`src/rtl/rf_iw_pingpong_mlane.sv`:
```
// Double-buffered operand register file with hardware-managed bank ownership.
// One write port fills the EMPTY bank owned by the loader; LANES synchronous
// read ports drain the FULL bank owned by the PE side. Banks swap ownership on
// w_last (fill complete) and r_release (reader done).
module rf_iw_pingpong_mlane #(
  parameter int unsigned DATA_BITWIDTH = 8,
  parameter int unsigned ADDR_BITWIDTH = 4,
  parameter int unsigned DEPTH         = 16,
  parameter int unsigned LANES         = 2
) (
  input  logic                             clk,
  input  logic                             reset,
  input  logic                             w_en,
  input  logic [ADDR_BITWIDTH-1:0]         w_addr,
  input  logic [DATA_BITWIDTH-1:0]         w_data,
  input  logic                             w_last,
  output logic                             w_ready,
  output logic                             w_drop,
  output logic                             r_valid,
  input  logic [LANES-1:0]                 r_en,
  input  logic [LANES*ADDR_BITWIDTH-1:0]   r_addr,
  output logic [LANES*DATA_BITWIDTH-1:0]   r_data,
  output logic [LANES-1:0]                 r_data_vld,
  input  logic                             r_release,
  output logic                             wbank,
  output logic                             rbank
);

  localparam int unsigned DW = DATA_BITWIDTH;
  localparam int unsigned AW = ADDR_BITWIDTH;
  // Address bound with one spare bit so DEPTH == 2**AW still compares correctly.
  localparam logic [AW:0] DEPTH_LIM = (AW+1)'(DEPTH);

  // Bank ownership: 1 = FULL (reader owns), 0 = EMPTY (writer owns).
  logic [1:0]          full_q, full_d;
  logic                wbank_q, wbank_d;
  logic                rbank_q, rbank_d;
  logic                w_drop_q, w_drop_d;
  logic [LANES*DW-1:0] r_data_q, r_data_d;
  logic [LANES-1:0]    r_data_vld_q, r_data_vld_d;

  // Storage is intentionally not reset; stale data is fenced off by full_q.
  logic [DW-1:0]       mem_q [2][DEPTH];

  logic                w_addr_ok;
  logic                w_accept;
  logic                rel_take;

  assign w_ready    = ~full_q[wbank_q];
  assign r_valid    = full_q[rbank_q];
  assign w_addr_ok  = ({1'b0, w_addr} < DEPTH_LIM);
  assign w_accept   = w_en & w_ready & w_addr_ok;
  assign rel_take   = r_release & r_valid;

  assign w_drop     = w_drop_q;
  assign r_data     = r_data_q;
  assign r_data_vld = r_data_vld_q;
  assign wbank      = wbank_q;
  assign rbank      = rbank_q;

  // Ownership next state: fill completion and release always hit different banks.
  always_comb begin
    full_d   = full_q;
    wbank_d  = wbank_q;
    rbank_d  = rbank_q;
    w_drop_d = w_en & ~w_accept;
    if (w_accept && w_last) begin
      full_d[wbank_q] = 1'b1;
      wbank_d         = ~wbank_q;
    end
    if (rel_take) begin
      full_d[rbank_q] = 1'b0;
      rbank_d         = ~rbank_q;
    end
  end

  // Per-lane read path: sample the reader-owned bank, out-of-range returns zero.
  always_comb begin
    r_data_d     = r_data_q;
    r_data_vld_d = '0;
    for (int unsigned i = 0; i < LANES; i++) begin
      if (r_en[i] && r_valid) begin
        r_data_vld_d[i] = 1'b1;
        if ({1'b0, r_addr[i*AW +: AW]} < DEPTH_LIM) begin
          r_data_d[i*DW +: DW] = mem_q[rbank_q][r_addr[i*AW +: AW]];
        end else begin
          r_data_d[i*DW +: DW] = '0;
        end
      end
    end
  end

  // Control and read-output registers with asynchronous clear.
  always_ff @(posedge clk or negedge reset) begin
    if (!reset) begin
      full_q       <= 2'b00;
      wbank_q      <= 1'b0;
      rbank_q      <= 1'b0;
      w_drop_q     <= 1'b0;
      r_data_q     <= '0;
      r_data_vld_q <= '0;
    end else begin
      full_q       <= full_d;
      wbank_q      <= wbank_d;
      rbank_q      <= rbank_d;
      w_drop_q     <= w_drop_d;
      r_data_q     <= r_data_d;
      r_data_vld_q <= r_data_vld_d;
    end
  end

  // Write port into the writer-owned bank.
  always_ff @(posedge clk) begin
    if (w_accept) begin
      mem_q[wbank_q][w_addr] <= w_data;
    end
  end

endmodule

```
`config.mk`:
```
export PLATFORM = sky130hd
export DESIGN_NAME = rf_iw_pingpong_mlane
export DESIGN_NICKNAME = d
export VERILOG_FILES = /design/src/rtl/rf_iw_pingpong_mlane.sv
export SDC_FILE = /design/constraint.sdc
export NUM_CORES = 1
export LEC_CHECK = 0
export CELL_PAD_IN_SITES_DETAIL_PLACEMENT = 0
export CELL_PAD_IN_SITES_GLOBAL_PLACEMENT = 2
export CORE_MARGIN = 3
export CORE_UTILIZATION = 48
export DETAILED_ROUTE_END_ITERATION = 8
export PLACE_DENSITY = 0.93
export SETUP_SLACK_MARGIN = 0.05
export SLEW_MARGIN = 20
export SYNTH_ARGS = -nofsm -noshare
export SYNTH_HDL_FRONTEND = slang
export SYNTH_SLANG_ARGS = --single-unit
```
`constraint.sdc`:
```
create_clock -name clk -period 5.6 [get_ports clk]
set_input_delay 0.56 -clock clk [delete_from_list [all_inputs] [get_ports clk]]
set_output_delay 0.56 -clock clk [all_outputs]
set_load 0.02 [all_outputs]
```
; ---- Word-level counts from Yosys, hierarchy flattened
; Memories as Yosys holds them, arrays and structs flattened.
; Cells that the tools add are included.
[totals]
reg_bits = 23
ramBits = 256
in_bits = 27
out_inout_bits = 23
wordCells = 57
n_memories = 1
[mem_list]
columns = memory, words, word_bits, read_ports, rd_ports_with_merged_regs, write_ports, line
row1 = mem_q, 2, 128, 1, 0, 1, 43  ; logic [DW-1:0] mem_q [2][DEPTH];
[op_classes]
order_cmp = 8
mux = 22
bitwise_logic = 13
reduce_logical = 6
[op_table]
columns = operator, count
row1 = $mux 128, 1
row2 = $bmux 8 s4, 2
row3 = $mux 8, 5
row4 = $demux 8 s4, 1
row5 = $ge 5x5->1 const B, 3
row6 = $not 4->5, 3
row7 = $mux 1, 9
row8 = $logic_and 1x1->1, 6
row9 = $lt 5x1->1 const B, 1
row10 = $lt 1x2->1 const B, 2
row11 = $mux 2, 2
row12 = $not 1->1, 4
row13 = $and 1x1->1, 3
row14 = $and 2x2->2, 1
row15 = $demux 1 s1, 2
row16 = $ge 1x1->1 const B, 2
row17 = $not 2->2, 1
row18 = $or 2x2->2, 1

; ---- Depth between registers and ports, before layout
[logic_depth]
word_depth = 8
ltp_mapped = 8
mapped_depth_nobuf = 5

; ---- Worst setup path before layout
; Ideal clock, no wire load.
[synth_path]
path_kind = reg-to-reg
from = register wbank_q (netlist: wbank)
to = memory mem_q[0][120] (netlist name) (enable)
setup_ns = 0.370
t_arrival_ns = 2.094
t_required_ns = 5.230
setup_slack_ns = 3.136
path_stages_with_launch = 6
n_path_buf = 1
synth_period_minus_slack_ns = 2.464
cell_sequence = dfrtp_1 -> mux2i_1 -> nand2_1 -> or3_1 -> clkbuf_1 -> nor2_1
[synth_via]
elab_chain_cells = 6
[synth_rtl]
columns = element, line
row1 = "start, declared", 36  ; logic wbank_q, wbank_d;
row2 = "start signal, assigned", 104  ; wbank_q <= wbank_d;
row3 = $mux 1 (not written as such) (2 in a row), 49  ; assign w_ready = ~full_q[wbank_q];
row4 = $not 1->1, 49
row5 = named net w_ready, 17  ; output logic w_ready,
row6 = $and 1x1->1, 52  ; assign w_accept = w_en & w_ready & w_addr_ok;
row7 = $mux 1, 114  ; if (w_accept) begin
row8 = $mux 128 (not written as such), 115  ; mem_q[wbank_q][w_addr] <= w_data;
row9 = "end, declared", 43
; The timed path passes the listed nets, and every way through them passes these cells. The select of a mux whose other input is x is not followed.

; ---- Final worst setup path
[layout_path]
from = register rbank_q (netlist: rbank)
to = output port r_valid
[layout_via]
elab_chain_cells = 2
[layout_rtl]
columns = element, line
row1 = "start, declared", 37  ; logic rbank_q, rbank_d;
row2 = "start signal, assigned", 105  ; rbank_q <= rbank_d;
row3 = $mux 1 (not written as such) (2 in a row), 50  ; assign r_valid = full_q[rbank_q];
row4 = "end, declared", 19  ; output logic r_valid,
; Every way passes these cells. The select of a mux whose other input is x is not followed.

==> impl_summary.log <==
INFO  metric post_synth_instance_area = around 12000 um^2
INFO  metric drc = 0
INFO  metric fillers = between 1500 and 2000
INFO  metric wire_per_inst = about 28 um
INFO  metric timing.hold.ws = approximately 380 ps
INFO  metric m1WireLength = 13700 um
INFO  metric overflow = 0
INFO  metric clock_insertion_delay_worst_skew = around 550 ps
INFO  metric yosysWarningCount = 0
INFO  metric worst_r2r_startpoint = wbank$_DFFE_PN0N_
INFO  metric cp.required = slightly above 5000 ps
INFO  metric max_slew_headroom = a little over a fifth
INFO  metric final_layout_size_suffix_gt1_share = 16.3%
INFO  metric highest-signal-layer = met4
INFO  metric post_synth.cell_area_avg = between 10 and 15 um^2
INFO  metric totalNegativeSetupSlack = 0 ps
INFO  metric avgViaCountPerCell = around 6.4
INFO  metric crit_arrival = between 2000 and 3000 ps
INFO  metric first_global_vias = between 7000 and 8000
INFO  metric total_number_of_h_tree_levels = 1
INFO  metric layout.cells.most_common_list = sky130_fd_sc_hd__edfxtp_1, sky130_fd_sc_hd__nor2_1, sky130_fd_sc_hd__mux2_2, sky130_fd_sc_hd__o22ai_1, sky130_fd_sc_hd__clkdlybuf4s50_1
INFO  metric worst_voltage_drop_across_the_vdd_grid = roughly 0.31 mV
INFO  metric critical_path.max_fanout = 71
INFO  metric slew_viol_final = 0
INFO  metric fin_skew = approximately 21 ps
INFO  metric max_clock_freq = 317 MHz
INFO  metric ant_nets = 0
INFO  metric status = finished clean
INFO  metric max-clock-path-buffers = 3
INFO  metric synth_top_cell_by_area = sky130_fd_sc_hd__edfxtp_1
INFO  metric drt_wl_total = around 33000 um
INFO  metric fin_crit_sh = roughly 56%
INFO  metric floorplan.initialDensity = between 40% and 50%
INFO  metric mostFrequentLayoutCell = sky130_fd_sc_hd__edfxtp_1
INFO  metric clock_tree.root_cell = sky130_fd_sc_hd__clkbuf_16
INFO  metric p_per_area = 428 nW/um^2
INFO  metric antenna_cells = 0
INFO  metric setup_violations = 0
INFO  metric synth_top_area_share = 64.8%
INFO  metric power = 0.00574 W
INFO  metric floorplan.die.width = between 150 and 200 um
INFO  metric global_route.usage.total = around a quarter
INFO  metric met3RoutedLength = ~3100 um
INFO  metric syn2layout_area_growth = 13.1%
INFO  metric drt_pre_antenna_iters = 5
INFO  metric hold_violations = 0
INFO  metric worst_r2r_endpoint = mem_q[1][101]$_DFFE_PP_
INFO  metric cap_viol_max_count = 0
INFO  metric setup.worst_path.start = rbank$_DFFE_PN0P_
INFO  metric detailedRoute.firstIterationViolations = about 980
INFO  metric dieHeight = 163 um
INFO  metric vias = 7468
INFO  metric global_route_wire_length_before_repair = ~48000 um
INFO  metric grt_max_degree = 72
INFO  metric mappedNetlistNets = 823
INFO  metric final_net_count = around 860
INFO  metric placement_rows = 56
INFO  metric gpl.final_weighted_congestion = roughly 0.98
INFO  metric r2r.worst_path.cells = 3
INFO  metric ys_ff_latch = between 200 and 300
INFO  metric postCtsResizedCells = 0
INFO  metric cts_tree = yes
INFO  metric cts.hold.buffers_added = 0
INFO  metric min-delay-path-class = input pin to async pin
INFO  metric finish.utilization = 56.2%
INFO  metric dominantRegCellSynth = sky130_fd_sc_hd__edfxtp_1
INFO  metric synthDistinctLibCells = 35
INFO  metric clk_pin_slew_worst_paths = ~60 ps
INFO  metric timing.setup.critical_path_class = flip-flop to output port
INFO  metric yosysSeqAreaShare = between 60% and 70%
INFO  metric post_synth_edffs = 256
INFO  metric top_level_ports = 50
INFO  metric postCtsSetupRepairBufs = 0
INFO  metric synthCells = roughly 800
INFO  metric cts_made_buffers = 27
INFO  metric fraction_of_synthesis_flops_using_an_asynchronous_set_or_reset_pin = under 10%
INFO  metric core_area = between 20000 and 25000 um^2
INFO  metric route.met2.wl = roughly 15000 um
INFO  metric clkSinkCount = between 200 and 300
INFO  metric port_buffers = 49
INFO  metric static-leakage-power = approximately 4.4 nW
INFO  metric start_kind = flip-flop
INFO  metric synth.area.top_cells = sky130_fd_sc_hd__edfxtp_1, sky130_fd_sc_hd__mux2_2, sky130_fd_sc_hd__dfrtp_1
INFO  metric grt_antenna_before_repair = 0
INFO  metric die_area = 26600 um^2
INFO  metric setup.reg_to_reg.worst_slack = 2550 ps
INFO  metric fin_ws = ~2400 ps
INFO  metric post_placement_worst_setup_slack = ~2300 ps
INFO  metric min_period = 3160 ps
INFO  metric dp.final_hpwl = about 22000 um
INFO  metric unrepaired_setup_endpoints_after_global_routing = false
INFO  metric timing.critical_path.to_type = output port
INFO  metric worstMarginPinSlew = roughly 1200 ps
cells in the mapped netlist, drive strengths merged (3+ instances only):
master	instances
nand2	15
mux2	85
edfxtp	256
and2	4
o22ai	72
nand3b	3
nor2	93
nor2b	9
mux2i	45
a31oi	18
nor3	13
buf	37
a21oi	17
a222oi	3
a22oi	34
clkbuf	14
dfrtp	23
nand3	9
and3	3
a211oi	24
nand2b	4
a41oi	4
logic make-up after synthesis:
logic type             Yosys count  share of synthesized area, %
flip-flops                     279                          69.6
AO/OA/AOI/OAI                  177                          10.0
AND/OR/NAND/NOR                159                          5.92
multiplexers                   130                          11.9
buffers and inverters           51                          2.58
how the worst max path moves through the flow:
stage                              endpoint  slack, ps
floorplan           mem_q[0][120]$_DFFE_PP_       3140
detailed placement   r_data[12]$_DFFE_PN0P_       2260
global placement      r_data[9]$_DFFE_PN0P_       2320
finish                              r_valid       2440
CTS                                 r_valid       2380
global route                        r_valid       2320
routing by layer:
metal	global-route usage (%)	up-vias
li1	-	3242
met1	35.8	3714
met2	38.7	442
met3	4.79	70
met4	7.61	0
met5	0	-
registers in the layout, summed over array words and instances, names as in the netlist:
name,cells
r_data_vld,2
mem_q,256
r_data,16
rbank,1
w_drop,1
full_q,2
wbank,1
worst max-delay path: stages (launching register included):
cell	delay [ps]
sky130_fd_sc_hd__dfrtp_4	1060
sky130_fd_sc_hd__mux2_2	430
sky130_fd_sc_hd__clkdlybuf4s50_1	540
layout make-up:
type,instances,area (um^2),area share [%]
clock buffers,41,768,5.72
clock inverters,6,85.1,0.634
multi-input cells,466,3300,24.6
flip-flops and latches,279,8270,61.6
well taps,319,399,2.97
repair buffers,63,608,4.53
stage by stage:
step                      instance area, um^2  instances
final                                   13400       1174
after global routing                    13400       1174
after CTS                               13400       1174
after detailed placement                12600       1127
after global placement                  12600       1127
after floorplan                         11900        796
power breakdown:
group | leakage [nW] | total, W | switching, W | internal [W]
clock network | 0.412 | 0.00177 | 0.000741 | 0.00103
logic | 1.45 | 0.00139 | 0.000773 | 0.000615
registers | 2.57 | 0.00259 | 0.000197 | 0.00239
(Power assumes the default switching activity.)
